$ cat config.mk
export PLATFORM = sky130hd
export DESIGN_NAME = pe_array_ctrl_seq_flat
export DESIGN_NICKNAME = d
export VERILOG_FILES = /design/src/rtl/pe_ctrl_pkg.sv /design/src/rtl/pe_array_ctrl_seq_if.sv /design/src/rtl/pe_ctrl_mask_gen.sv /design/src/rtl/pe_array_ctrl_seq.sv /design/src/flat_wrapper.sv
export SDC_FILE = /design/constraint.sdc
export NUM_CORES = 1
export LEC_CHECK = 0
export ABC_AREA = 0
export CAP_MARGIN = 5
export CORE_MARGIN = 1.5
export CORE_UTILIZATION = 40
export DETAILED_ROUTE_END_ITERATION = 8
export PLACE_DENSITY = 0.77
export SKIP_LAST_GASP = 1
export SLEW_MARGIN = 30
export SYNTH_ARGS = -nofsm -noshare
export SYNTH_HDL_FRONTEND = slang
export SYNTH_SLANG_ARGS = --single-unit
$ cat constraint.sdc
create_clock -name clk -period 7.1 [get_ports clk]
set_input_delay 1.42 -clock clk [delete_from_list [all_inputs] [get_ports clk]]
set_output_delay 1.42 -clock clk [all_outputs]
set_load 0.005 [all_outputs]
$ cat src/rtl/pe_ctrl_pkg.sv
// Shared types and helpers for the PE-array control sequencer.
package pe_ctrl_pkg;

    localparam int N_PE_DEF      = 8;
    localparam int ADDR_FIFO_DEF = 8;
    localparam int W_CNT_DEF     = 10;

    typedef enum logic [2:0] {
        IDLE,
        LBRST,
        FLOAD,
        COMPUTE,
        DONE
    } pe_state_t;

    // Flat bit position of PE (r, c) inside an n x n grid vector.
    function automatic int idx(input int r, input int c, input int n = N_PE_DEF);
        return r * n + c;
    endfunction

endpackage

$ cat src/rtl/pe_array_ctrl_seq_if.sv
// Input-stream handshake plus the control bundle consumed by the PE array.
interface pe_array_ctrl_seq_if
    import pe_ctrl_pkg::*;
#(
    parameter int N_PE      = N_PE_DEF,
    parameter int ADDR_FIFO = ADDR_FIFO_DEF
);

    // A word moves on every cycle where in_valid && in_ready; in_ready never waits on in_valid.
    logic                      in_valid;
    logic                      in_ready;
    logic [N_PE*N_PE-1:0]      shifting_line;
    logic [N_PE*N_PE-1:0]      shifting_filter;
    logic [N_PE*N_PE-1:0]      mac_enable;
    logic [N_PE-1:0]           nl_enable;
    logic [N_PE-1:0]           feedback_enable;
    logic [N_PE-1:0]           adder_enable;
    logic                      line_buffer_reset;
    logic [ADDR_FIFO-1:0]      row_length;
    logic                      final_filter_bank;

    modport master (
        input  in_valid,
        output in_ready,
        output shifting_line, shifting_filter, mac_enable,
        output nl_enable, feedback_enable, adder_enable,
        output line_buffer_reset, row_length, final_filter_bank
    );

    modport slave (
        output in_valid,
        input  in_ready,
        input  shifting_line, shifting_filter, mac_enable,
        input  nl_enable, feedback_enable, adder_enable,
        input  line_buffer_reset, row_length, final_filter_bank
    );

endinterface

$ cat src/rtl/pe_ctrl_mask_gen.sv
// Kernel-size to active-PE mask: grid bit (r,c) set when r<k and c<k, column bit c set when c<k.
module pe_ctrl_mask_gen
    import pe_ctrl_pkg::*;
#(
    parameter int N_PE = N_PE_DEF,
    localparam int KW  = $clog2(N_PE + 1)
) (
    input  logic [KW-1:0]          k,
    output logic [N_PE*N_PE-1:0]   grid_mask,
    output logic [N_PE-1:0]        col_mask
);

    for (genvar r = 0; r < N_PE; r++) begin : g_row
        assign col_mask[r] = (int'(k) > r);
        for (genvar c = 0; c < N_PE; c++) begin : g_col
            assign grid_mask[idx(r, c, N_PE)] = (int'(k) > r) && (int'(k) > c);
        end
    end

endmodule

$ cat src/rtl/pe_array_ctrl_seq.sv
// Sequences one convolution layer: line-buffer reset, k*k filter load, then row shifting
// with MAC windowing, repeated per filter bank. All array controls are registered.
module pe_array_ctrl_seq
    import pe_ctrl_pkg::*;
#(
    parameter int N_PE      = N_PE_DEF,
    parameter int ADDR_FIFO = ADDR_FIFO_DEF,
    parameter int W_CNT     = W_CNT_DEF,
    localparam int KW       = $clog2(N_PE + 1),
    localparam int NG       = N_PE * N_PE
) (
    input  logic                  clk,
    input  logic                  rst_n,
    input  logic                  start,
    input  logic                  abort,
    input  logic [KW-1:0]         cfg_k,
    input  logic [ADDR_FIFO-1:0]  cfg_row_length,
    input  logic [W_CNT-1:0]      cfg_num_rows,
    input  logic [W_CNT-1:0]      cfg_num_banks,
    pe_array_ctrl_seq_if.master   bus,
    output logic                  busy,
    output logic                  done,
    output logic                  cfg_err,
    output pe_state_t             dbg_state
);

    pe_state_t state, next_state;

    logic [KW-1:0]        k_q;
    logic [ADDR_FIFO-1:0] rl_q;
    logic [W_CNT-1:0]     nr_q, nb_q;
    logic [W_CNT-1:0]     beat_cnt, row_cnt, bank_cnt;
    logic [ADDR_FIFO-1:0] col_cnt;

    logic [NG-1:0]   grid_mask;
    logic [N_PE-1:0] col_mask;

    logic [NG-1:0]   sl_q, sf_q, mac_q;
    logic [N_PE-1:0] nl_q, fb_q, add_q;
    logic            lbr_q, ffb_q, busy_q, done_q, cfg_err_q;

    logic [NG-1:0]   sl_d, sf_d, mac_d;
    logic [N_PE-1:0] nl_d, fb_d, add_d;
    logic            lbr_d, ffb_d, busy_d, done_d, cfg_err_d;

    logic            cfg_ok, accept, beat, mac_beat;
    logic            last_filter, last_col, last_row, last_bank, full_win;
    logic [W_CNT-1:0] kk;

    pe_ctrl_mask_gen #(.N_PE(N_PE)) u_mask (
        .k         (k_q),
        .grid_mask (grid_mask),
        .col_mask  (col_mask)
    );

    assign cfg_ok = (cfg_k != '0) && (int'(cfg_k) <= N_PE) &&
                    (cfg_row_length >= ADDR_FIFO'(cfg_k)) &&
                    (cfg_num_rows != '0) && (cfg_num_banks != '0);
    assign accept = (state == IDLE) && start && !abort && cfg_ok;

    assign bus.in_ready = (state == FLOAD) || (state == COMPUTE);
    assign beat         = bus.in_valid && bus.in_ready;

    assign kk          = W_CNT'(k_q) * W_CNT'(k_q);
    assign last_filter = (beat_cnt == kk - W_CNT'(1));
    assign last_col    = (col_cnt == rl_q - ADDR_FIFO'(1));
    assign last_row    = (row_cnt == nr_q - W_CNT'(1));
    assign last_bank   = (bank_cnt == nb_q - W_CNT'(1));
    // A MAC window is complete once k pixels of the current row have been shifted in.
    assign full_win    = (col_cnt >= ADDR_FIFO'(k_q) - ADDR_FIFO'(1));

    always_ff @(posedge clk or negedge rst_n) begin
        if (!rst_n) begin
            state <= IDLE;
        end else begin
            state <= next_state;
        end
    end

    always_comb begin
        next_state = state;
        if (abort) begin
            next_state = IDLE;
        end else begin
            unique case (state)
                IDLE:    if (accept) next_state = LBRST;
                LBRST:   next_state = FLOAD;
                FLOAD:   if (beat && last_filter) next_state = COMPUTE;
                COMPUTE: if (beat && last_col && last_row) next_state = last_bank ? DONE : LBRST;
                DONE:    next_state = IDLE;
                default: next_state = IDLE;
            endcase
        end
    end

    always_comb begin
        sl_d      = '0;
        sf_d      = '0;
        mac_d     = '0;
        nl_d      = '0;
        fb_d      = '0;
        add_d     = '0;
        mac_beat  = (state == COMPUTE) && beat && full_win;
        lbr_d     = (next_state == LBRST);
        busy_d    = (next_state != IDLE);
        done_d    = (next_state == DONE);
        cfg_err_d = (state == IDLE) && start && !abort && !cfg_ok;
        if ((state == FLOAD) && beat) sf_d = grid_mask;
        if ((state == COMPUTE) && beat) sl_d = grid_mask;
        if (mac_beat) begin
            mac_d = grid_mask;
            add_d = col_mask;
            if (bank_cnt != '0) fb_d = col_mask;
            if (last_bank) nl_d = col_mask;
        end
        // The final-bank flag follows the bank that the next state belongs to.
        if (next_state == IDLE) begin
            ffb_d = 1'b0;
        end else if (state == IDLE) begin
            ffb_d = (cfg_num_banks == W_CNT'(1));
        end else if ((state == COMPUTE) && (next_state == LBRST)) begin
            ffb_d = (bank_cnt + W_CNT'(1) == nb_q - W_CNT'(1));
        end else begin
            ffb_d = last_bank;
        end
    end

    always_ff @(posedge clk or negedge rst_n) begin
        if (!rst_n) begin
            k_q <= '0; rl_q <= '0; nr_q <= '0; nb_q <= '0;
            beat_cnt <= '0; col_cnt <= '0; row_cnt <= '0; bank_cnt <= '0;
            sl_q <= '0; sf_q <= '0; mac_q <= '0;
            nl_q <= '0; fb_q <= '0; add_q <= '0;
            lbr_q <= 1'b0; ffb_q <= 1'b0; busy_q <= 1'b0; done_q <= 1'b0; cfg_err_q <= 1'b0;
        end else if (abort) begin
            k_q <= '0; rl_q <= '0; nr_q <= '0; nb_q <= '0;
            beat_cnt <= '0; col_cnt <= '0; row_cnt <= '0; bank_cnt <= '0;
            sl_q <= '0; sf_q <= '0; mac_q <= '0;
            nl_q <= '0; fb_q <= '0; add_q <= '0;
            lbr_q <= 1'b0; ffb_q <= 1'b0; busy_q <= 1'b0; done_q <= 1'b0; cfg_err_q <= 1'b0;
        end else begin
            sl_q <= sl_d; sf_q <= sf_d; mac_q <= mac_d;
            nl_q <= nl_d; fb_q <= fb_d; add_q <= add_d;
            lbr_q <= lbr_d; ffb_q <= ffb_d; busy_q <= busy_d; done_q <= done_d; cfg_err_q <= cfg_err_d;
            if (accept) begin
                k_q      <= cfg_k;
                rl_q     <= cfg_row_length;
                nr_q     <= cfg_num_rows;
                nb_q     <= cfg_num_banks;
                beat_cnt <= '0;
                col_cnt  <= '0;
                row_cnt  <= '0;
                bank_cnt <= '0;
            end else if ((state == FLOAD) && beat) begin
                if (last_filter) begin
                    beat_cnt <= '0;
                    col_cnt  <= '0;
                    row_cnt  <= '0;
                end else begin
                    beat_cnt <= beat_cnt + W_CNT'(1);
                end
            end else if ((state == COMPUTE) && beat) begin
                if (last_col) begin
                    col_cnt <= '0;
                    if (last_row) begin
                        row_cnt <= '0;
                        if (!last_bank) bank_cnt <= bank_cnt + W_CNT'(1);
                    end else begin
                        row_cnt <= row_cnt + W_CNT'(1);
                    end
                end else begin
                    col_cnt <= col_cnt + ADDR_FIFO'(1);
                end
            end
        end
    end

    assign bus.shifting_line     = sl_q;
    assign bus.shifting_filter   = sf_q;
    assign bus.mac_enable        = mac_q;
    assign bus.nl_enable         = nl_q;
    assign bus.feedback_enable   = fb_q;
    assign bus.adder_enable      = add_q;
    assign bus.line_buffer_reset = lbr_q;
    assign bus.row_length        = rl_q;
    assign bus.final_filter_bank = ffb_q;
    assign busy                  = busy_q;
    assign done                  = done_q;
    assign cfg_err               = cfg_err_q;
    assign dbg_state             = state;

endmodule

$ cat src/flat_wrapper.sv
// flat-port wrapper written by rule: the top's interface ports become plain ports
module pe_array_ctrl_seq_flat import pe_ctrl_pkg::*;
#(
    parameter int N_PE      = N_PE_DEF,
    parameter int ADDR_FIFO = ADDR_FIFO_DEF,
    parameter int W_CNT     = W_CNT_DEF,
    localparam int KW       = $clog2(N_PE + 1),
    localparam int NG       = N_PE * N_PE
)
  (clk, rst_n, start, abort, cfg_k, cfg_row_length, cfg_num_rows, cfg_num_banks, busy, done, cfg_err, dbg_state, bus_in_valid, bus_in_ready, bus_shifting_line, bus_shifting_filter, bus_mac_enable, bus_nl_enable, bus_feedback_enable, bus_adder_enable, bus_line_buffer_reset, bus_row_length, bus_final_filter_bank);
  pe_array_ctrl_seq_if #(.N_PE(N_PE), .ADDR_FIFO(ADDR_FIFO)) bus_i ();
  input  logic clk;
  input  logic rst_n;
  input  logic start;
  input  logic abort;
  input  logic [KW-1:0] cfg_k;
  input  logic [ADDR_FIFO-1:0] cfg_row_length;
  input  logic [W_CNT-1:0] cfg_num_rows;
  input  logic [W_CNT-1:0] cfg_num_banks;
  output logic busy;
  output logic done;
  output logic cfg_err;
  output pe_state_t dbg_state;
  input wire logic [$bits(bus_i.in_valid)-1:0] bus_in_valid;
  output wire logic [$bits(bus_i.in_ready)-1:0] bus_in_ready;
  output wire logic [$bits(bus_i.shifting_line)-1:0] bus_shifting_line;
  output wire logic [$bits(bus_i.shifting_filter)-1:0] bus_shifting_filter;
  output wire logic [$bits(bus_i.mac_enable)-1:0] bus_mac_enable;
  output wire logic [$bits(bus_i.nl_enable)-1:0] bus_nl_enable;
  output wire logic [$bits(bus_i.feedback_enable)-1:0] bus_feedback_enable;
  output wire logic [$bits(bus_i.adder_enable)-1:0] bus_adder_enable;
  output wire logic [$bits(bus_i.line_buffer_reset)-1:0] bus_line_buffer_reset;
  output wire logic [$bits(bus_i.row_length)-1:0] bus_row_length;
  output wire logic [$bits(bus_i.final_filter_bank)-1:0] bus_final_filter_bank;
  assign bus_i.in_valid = bus_in_valid;
  assign bus_in_ready = bus_i.in_ready;
  assign bus_shifting_line = bus_i.shifting_line;
  assign bus_shifting_filter = bus_i.shifting_filter;
  assign bus_mac_enable = bus_i.mac_enable;
  assign bus_nl_enable = bus_i.nl_enable;
  assign bus_feedback_enable = bus_i.feedback_enable;
  assign bus_adder_enable = bus_i.adder_enable;
  assign bus_line_buffer_reset = bus_i.line_buffer_reset;
  assign bus_row_length = bus_i.row_length;
  assign bus_final_filter_bank = bus_i.final_filter_bank;
  pe_array_ctrl_seq #(.N_PE(N_PE), .ADDR_FIFO(ADDR_FIFO), .W_CNT(W_CNT)) u_core (.clk(clk), .rst_n(rst_n), .start(start), .abort(abort), .cfg_k(cfg_k), .cfg_row_length(cfg_row_length), .cfg_num_rows(cfg_num_rows), .cfg_num_banks(cfg_num_banks), .bus(bus_i), .busy(busy), .done(done), .cfg_err(cfg_err), .dbg_state(dbg_state));
endmodule
Word level (Yosys, flattened, before mapping)
Cells that the tools add are included.

Add/subtract/negate cells: 9. Multipliers: 1. Order comparisons: 11. Equal/unequal tests: 14. Mux-type cells: 60. Reductions and logical operators: 64.

Operator list (count): 2-to-1 mux 64 bit (6); 2-to-1 mux 10 bit (22); 2-to-1 mux 8 bit (16); logical AND 1 bit (44); equality test 10 bit (4); adder 10 x 1 -> 10 bit, second input constant (3); nonzero test 10 bit (3); subtractor 10 x 1 -> 10 bit, second input constant (2); > comparator 4 x 3 -> 1 bit, second input constant (4); 2-to-1 mux 3 bit (5); nonzero test 3 bit (5); one-hot mux 3 bit (4 select lines) (1); nonzero test 4 bit (3); equality test 10 x 1 -> 1 bit, second input constant (1); subtractor 8 x 1 -> 9 bit, second input constant (1); adder 8 x 1 -> 8 bit, second input constant (1); equality test 8 bit (1); >= comparator 8 x 4 -> 1 bit (1); >= comparator 8 bit (1); > comparator 4 x 1 -> 1 bit, second input constant (2); > comparator 4 x 2 -> 1 bit, second input constant (2); multiplier 4 x 4 -> 8 bit (1); 2-to-1 mux 1 bit (8); 2-to-1 mux 4 bit (2); other kinds (15) (20).

Flip-flop bits (word level): 294. Input port bits: 37. Logic and storage cells: 179.

Logic depth before layout (Yosys ltp)
Gate-level depths: netlist (run 1).

Depth in word-level cells: 15. Gate-level depth with buffers: 19. Mapped depth without buffers: 16.

Modules after synthesis
From an unflattened synthesis (run 1), not the netlist that was laid out.

Cells, all modules: 1312. Area total of the unflattened synthesis: 13132.6 um2.

Modules (own cells, without submodules): pe_array_ctrl_seq (instances 1, cells an instance 1231, area each 12569.6 um2, seq. area each 7357.1 um2); pe_ctrl_mask_gen (instances 1, cells an instance 81, area each 563.0 um2, seq. area each 0.0 um2).

Worst setup path after synthesis (run 1)
Ideal clock, no wire load.

Kind: register to register. Start: register u_core.k_q[3]. End: register u_core.row_cnt[9]. Library setup time: 0.069 ns. Arrival time: 4.112 ns. Required time: 7.031 ns. Setup slack: 2.919 ns. Cell stages (with the launch flop): 19. Path buffers: 2. Period minus slack after synthesis: 4.181 ns. Path through: dfrtp_1 > clkbuf_1 > buf_1 > inv_1 > nand2_1 > o21ai_0 > nand2_1 > o31ai_1 > xnor2_1 > ha_1 > ha_1 > or3_1 > o221a_1 > a21boi_1 > o41a_1 > nor4_2 > nor3_4 > or4_1 > nand3_1.

Word-level cells in the longest chain between the ends: 5.

RTL lines: start: declaration (RTL line pe_array_ctrl_seq.sv:29) `logic [KW-1:0] k_q;`; start signal: assignment (RTL line pe_array_ctrl_seq.sv:146) `k_q <= cfg_k;`; multiplier 4 x 4 -> 8 bit (RTL line pe_array_ctrl_seq.sv:64) `assign kk = W_CNT'(k_q) * W_CNT'(k_q);`; subtractor 8 x 1 -> 9 bit (RTL line pe_array_ctrl_seq.sv:65) `assign last_filter = (beat_cnt == kk - W_CNT'(1));`; equality test 10 bit (RTL line pe_array_ctrl_seq.sv:65); inequality test 4 x 2 -> 1 bit (no line); AND reduction 3 bit (no line); end signal: assignment (RTL line pe_array_ctrl_seq.sv:169) `row_cnt <= row_cnt + W_CNT'(1);`; end: declaration (RTL line pe_array_ctrl_seq.sv:32) `logic [W_CNT-1:0] beat_cnt, row_cnt, bank_cnt;`.

No other way between the ends. A chain may end at the register's enable or synchronous reset.

Worst setup path after layout (run 1)
Start: register u_core.k_q[3]. End: register u_core.row_cnt[0].

The elaborated chain is that of the path after synthesis.

==> flow_metrics.tcl, run 1 <==
set metrics [dict create \
    synth-compound-area-share 0.110 \
    coreArea_mm2 0.0254 \
    synth.cell_area_mm2 0.0104 \
    h-tree-depth 1 \
    viasPerCell 5.22 \
    cap_violations 0 \
    cts_tree "built" \
    worstMarginPinSlew_ps 962 \
    wl_um 26500 \
    rrSetupSlack_ps 2270 \
    antenna-diode-count 0 \
    finalCritPeriodShare 0.680 \
    min_to "u_core.beat_cnt[1]" \
    synthAdderAreaFrac 0.0420 \
    antenna_found_initial 1 \
    relSlewSlack 0.353 \
    ys_warn_count 0 \
    rsz0062_at_grt "false" \
    arrival_ps 5230 \
    grt_overflow_total 0 \
    dieArea_mm2 0.0270 \
    synth-edff-count 0 \
    cts.clk_slew.worst_paths_ps 60 \
    start_util 0.410 \
    min-delay-start "u_core.beat_cnt[1]" \
    clockRootBuffer "clkbuf_16" \
    drive_gt1_frac 0.0541 \
    wl_per_cell_um 16.7 \
    hold_class "register to register" \
    syn_area_per_cell_um2 9.63 \
    status "complete, no violations" \
    async_reset_ff_frac 1.00 \
    synthFlopType "dfrtp_1" \
    synth_common_cells "202 x dfrtp_1, 125 x nor2_1, 92 x buf_4" \
    ant_nets 0 \
    timing.fmax_mhz 207 \
    regArea_mm2 0.00505 \
    ios 270 \
    cts-buffers-inserted 23 \
    synth_top_area_share 0.485 \
    cp_max_fo 19 \
    ys_seq_area_frac 0.485 \
    grt_pass1_vias 7826 \
    startpoint_type "register" \
    fin_tns_setup_ps 0 \
    total_power_mw 2.71 \
    multi_input_area_mm2 0.00425 \
    synth_xor_area_frac 0.0475 \
    worstPathRequired_ps 7500 \
    crit_path_end_kind "register" \
    grt_use_total 0.195 \
    drc 0 \
    ys_ff_latch 202 \
    rr_worst_depth 16 \
    timing.rr.end "u_core.row_cnt[0]" \
    firstDrtPassIters 5 \
    nets 1313 \
    hold_depth 2 \
    fill_cells 2203 \
    yosys.area.top_type "dfrtp_1" \
    grt_pass1_wl_um 41700 \
    numClockSinks 202 \
    worstSetupPathType "register to register" \
    finalSetupViolations 0 \
    vias 8284 \
    gp_congestion 0.893 \
    rr_startpoint "u_core.k_q[3]" \
    syn_nets 1154 \
    synth.area.top_cells "dfrtp_1 48%, buf_4 6.6%, nor2_1 4.5%" \
    insertion_delay_ps 520 \
    power_density_mw_per_mm2 201 \
    layout_setup_ws_ps 2270 \
    fin_util 0.531 \
    p_leak_nw 6.06 \
    layout_min_cycle_time_ps 4830 \
    slew_violations 0 \
    ys_types 67 \
    hold_slack_ps 592 \
    peakVddDrop_mv 0.159 \
    hold_buffers 0 \
    muxShareOfSynthArea 0.00900 \
    die_w_um 164 \
    post-cts-setup-buffer-count 0 \
    row_count 58 \
    port_buffers 269 \
    yosysMostFrequentCell "dfrtp_1" \
    dp_slack_ps 2230 \
    finalHoldViolCount 0 \
    clock_path_buffers 3 \
    synthSimpleGateAreaFrac 0.198 \
    drtIter0Drc 562 \
    place_hpwl_um 19600 \
    die_y_um 164 \
    netlist_instances 1082 \
    grt_max_degree 84 \
    ctsResizeCount 0 \
    synth_top_family_by_area "simple AND/OR/NAND/NOR gates" \
    fin_skew_ps 16.9 \
    syn2layout_area_growth_pct 29.4 \
]
placed cells by master, fill, tap and decap left out, types with 19 or more instances in the layout:
master | netlist | layout
inv_1 | 62 | 62
nand2_1 | 79 | 78
o31ai_1 | 19 | 19
ha_1 | 35 | 35
nand2b_1 | 26 | 26
nand3_1 | 34 | 34
nor2_1 | 125 | 125
xnor2_1 | 34 | 34
nor3_1 | 35 | 35
clkbuf_16 | 0 | 23
xor2_1 | 20 | 20
o21ai_0 | 44 | 44
a21oi_1 | 28 | 27
dfrtp_1 | 202 | 202
clkdlybuf4s50_1 | 0 | 268
power breakdown:
part | switching [mW] | internal, mW
clock | 0.467 | 0.718
combinational | 0.181 | 0.139
sequential | 0.0331 | 1.17
layer usage:
metal,share of wire,track usage,routed length (um)
met1,0.42,0.255,11200
met2,0.48,0.333,12800
met3,0.073,0.0394,1930
met4,0.021,0.0446,554
met5,0.00038,0,10
through the flow:
| stage | instances | cell area (um2) |
|---|---|---|
| finish | 1588 | 13500 |
| global route | 1588 | 13500 |
| CTS | 1588 | 13500 |
| detailed placement | 1546 | 12700 |
| global placement | 1546 | 12700 |
| floorplan | 1082 | 10400 |
worst max path at each step:
stage	slack, ps	startpoint	endpoint	depth (start not counted)
4_1_cts	2380	u_core.k_q[3]	u_core.row_cnt[0]	16
5_1_grt	1980	u_core.k_q[3]	u_core.row_cnt[0]	16
6_report	2270	u_core.k_q[3]	u_core.row_cnt[0]	16
3_5_place_dp	2230	cfg_k[3]	u_core.row_cnt[0]	11
2_1_floorplan	2920	u_core.k_q[3]	u_core.row_cnt[9]	18
3_3_place_gp	2330	cfg_k[3]	u_core.row_cnt[0]	11
cell type report:
class / instances / share of cell area
Clock buffer: 34 / 0.0517
Clock inverter: 8 / 0.00594
Inverter: 62 / 0.0173
Multi-Input combinational cell: 676 / 0.315
Sequential cell: 202 / 0.375
Tap cell: 330 / 0.0306
Timing Repair Buffer: 276 / 0.204
critical path, stage by stage (launching register included):
cell	delay, ps
dfrtp_1	690
inv_1	400
nand2_1	150
o21ai_0	90
nand2_1	90
o31ai_1	90
xnor2_1	150
ha_1	300
ha_1	340
and3_1	210
o21a_1	150
o31ai_1	70
a311oi_1	650
nor4_2	140
nor3_4	580
nor2_1	270
mux2_2	320
cell families after synthesis:
| group | after synthesis |
|---|---|
| muxes | 9 |
| AOI/OAI and AO/OA | 170 |
| DFF | 202 |
| xor gates and xnor gates | 55 |
| buffers and inverters | 204 |
| adders and majority gates | 35 |
| and+or+nand+nor | 407 |
registers in the layout, summed over array words and instances, names as in the netlist:
register,flops
u_core.bank_cnt,10
u_core.beat_cnt,10
u_core.bus.adder_enable,1
u_core.bus.feedback_enable,8
u_core.bus.final_filter_bank,1
u_core.bus.line_buffer_reset,1
u_core.bus.mac_enable,35
u_core.bus.nl_enable,8
u_core.bus.row_length,8
u_core.bus.shifting_filter,36
u_core.bus.shifting_line,36
u_core.busy,1
u_core.cfg_err,1
u_core.col_cnt,8
u_core.dbg_state,3
u_core.done,1
u_core.k_q,4
u_core.nb_q,10
u_core.nr_q,10
u_core.row_cnt,10
Power figures use the tool's default switching activity.
==> inputs of run 2 (changes only) <==
==> constraint.sdc (replaced) <==
create_clock -name clk -period 4.7 [get_ports clk]
set_input_delay 0.94 -clock clk [delete_from_list [all_inputs] [get_ports clk]]
set_output_delay 0.94 -clock clk [all_outputs]
set_load 0.005 [all_outputs]
==> run 2 against run 1 <==
  * Combinational power up 53%
  * Count of clock-buffer cells in the layout down 4
  * Sequential power up 52%
  * Die area unchanged
  * Hold slack worse by 160 ps
  * Non-clock buffer count up 3
  * Critical path type unchanged
  * Critical endpoint unchanged
  * Largest cell class unchanged
  * Highest routed layer is now met4
==> flow_metrics.tcl, run 2 (synthesis gave the netlist of run 1 again) <==
set metrics [dict create \
    hold_class "input port to asynchronous set/reset pin" \
    crit_path_end_kind "register" \
    cts_tree "built" \
    antenna-diode-count 0 \
    clock_path_buffers 3 \
    switchingPower_mw 1.07 \
    startpoint_type "register" \
    wl_um 26800 \
    finalCritPeriodShare 0.946 \
    peakVddDrop_mv 0.245 \
    power_density_mw_per_mm2 307 \
    vias 8296 \
    antenna_found_initial 0 \
    grt_pass1_vias 7894 \
    drive_gt1_frac 0.0579 \
    nets 1316 \
    p_comb_frac 0.117 \
    switching_share 0.257 \
    p_leak_nw 6.08 \
    finalSetupViolations 0 \
    worstPathRequired_ps 5160 \
    h-tree-depth 1 \
    ant_nets 0 \
    port_buffers 269 \
    syn2layout_area_growth_pct 30.0 \
    worstSetupPathType "register to register" \
    finalHoldViolCount 0 \
    numClockSinks 202 \
    grt_overflow_total 0 \
    dieArea_mm2 0.0270 \
    die_y_um 164 \
    clkPwrFrac 0.447 \
    slew_violations 0 \
    cp_max_fo 18 \
    layout_min_cycle_time_ps 4450 \
    fin_util 0.534 \
    cap_violations 0 \
    rsz0062_at_grt "false" \
    row_count 58 \
    rr_startpoint "u_core.k_q[0]" \
    ios 270 \
    grt_use_total 0.198 \
    ctsResizeCount 0 \
    place_hpwl_um 19600 \
    relSlewSlack 0.410 \
    coreArea_mm2 0.0254 \
    grt_pass1_wl_um 42300 \
    rrSetupSlack_ps 250 \
    fin_tns_setup_ps 0 \
    timing.fmax_mhz 225 \
    cts.clk_slew.worst_paths_ps 70 \
    drtIter0Drc 525 \
    fin_skew_ps 14.7 \
    die_w_um 164 \
    drc 0 \
    rr_worst_depth 13 \
    worstMarginPinSlew_ps 879 \
    final_common_cell "clkdlybuf4s50_1" \
    post-cts-setup-buffer-count 0 \
    clockRootBuffer "clkbuf_16" \
    firstDrtPassIters 5 \
    grt_max_degree 111 \
    hold_buffers 0 \
    insertion_delay_ps 530 \
    seqPwrFrac 0.436 \
    final_cell_mix "268 x clkdlybuf4s50_1, 202 x dfrtp_1, 125 x nor2_1" \
    start_util 0.410 \
    gp_congestion 0.880 \
    internal_power_mw 3.10 \
    cts-buffers-inserted 23 \
    viasPerCell 5.21 \
    wl_per_cell_um 16.8 \
    status "complete, no violations" \
    arrival_ps 4900 \
    timing.rr.end "u_core.row_cnt[0]" \
]
## run 2: power by group through the flow
stage	Sequential, mW	Clock (mW)	Combinational [mW]
floorplan	1.83	0	0.322
global placement	1.84	0	0.472
detailed placement	1.85	0	0.486
CTS	1.81	1.89	0.491
global route	1.82	1.98	0.553
finish	1.82	1.86	0.489
## run 2: critical path, stage by stage, from the launching register on
cell      delay, ps
dfrtp_1         570
inv_1           270
o31ai_1         360
xnor2_1         180
ha_1            270
ha_1            370
or3_1           390
o221a_1         150
a21boi_1        140
o41a_1          460
nor4_2          380
nor3_4          160
nor2_1          420
mux2_2          240
## run 2: area by class of cell
type,count,area (um2)
clock buffer,30,662
timing repair buffer,279,2790
sequential,202,5050
inverter,62,233
fill,2222,11800
multi-input combinational,676,4260
clock inverter,12,144
tap,330,413
## run 2: worst max-delay path by stage
| stage | startpoint | to | slack, ps | cells past startpoint |
|---|---|---|---|---|
| after CTS | u_core.k_q[0] | u_core.row_cnt[9] | 280 | 13 |
| after floorplan | u_core.k_q[3] | u_core.row_cnt[9] | 520 | 18 |
| after detailed placement | cfg_k[3] | u_core.row_cnt[0] | 310 | 11 |
| final | u_core.k_q[0] | u_core.row_cnt[0] | 250 | 13 |
| after global routing | u_core.k_q[0] | u_core.row_cnt[0] | 10 | 13 |
| after global placement | cfg_k[3] | u_core.row_cnt[0] | 360 | 11 |
## run 2: through the flow
| step | power (mW) | cells | cell area, um2 | hold WS (ps) | worst slack (ps) |
|---|---|---|---|---|---|
| 4_1_cts | 4.20 | 1591 | 13500 | 571 | 285 |
| 2_1_floorplan | 2.15 | 1082 | 10400 | 504 | 519 |
| 5_1_grt | 4.35 | 1591 | 13600 | 552 | 9.89 |
| 3_5_place_dp | 2.33 | 1549 | 12700 | 574 | 314 |
| 6_report | 4.17 | 1591 | 13600 | 436 | 254 |
| 3_3_place_gp | 2.32 | 1549 | 12700 | 558 | 362 |
## run 2: layer usage
layer | part of all wire | vias to the layer above | GRT usage | wire length (um)
met1 | 0.41 | 3987 | 0.256 | 10900
li1 | - | 3929 | - | -
met2 | 0.49 | 331 | 0.340 | 13300
met4 | 0.024 | 0 | 0.0573 | 642
met5 | 0 | - | 0 | 0
met3 | 0.074 | 49 | 0.0339 | 1990
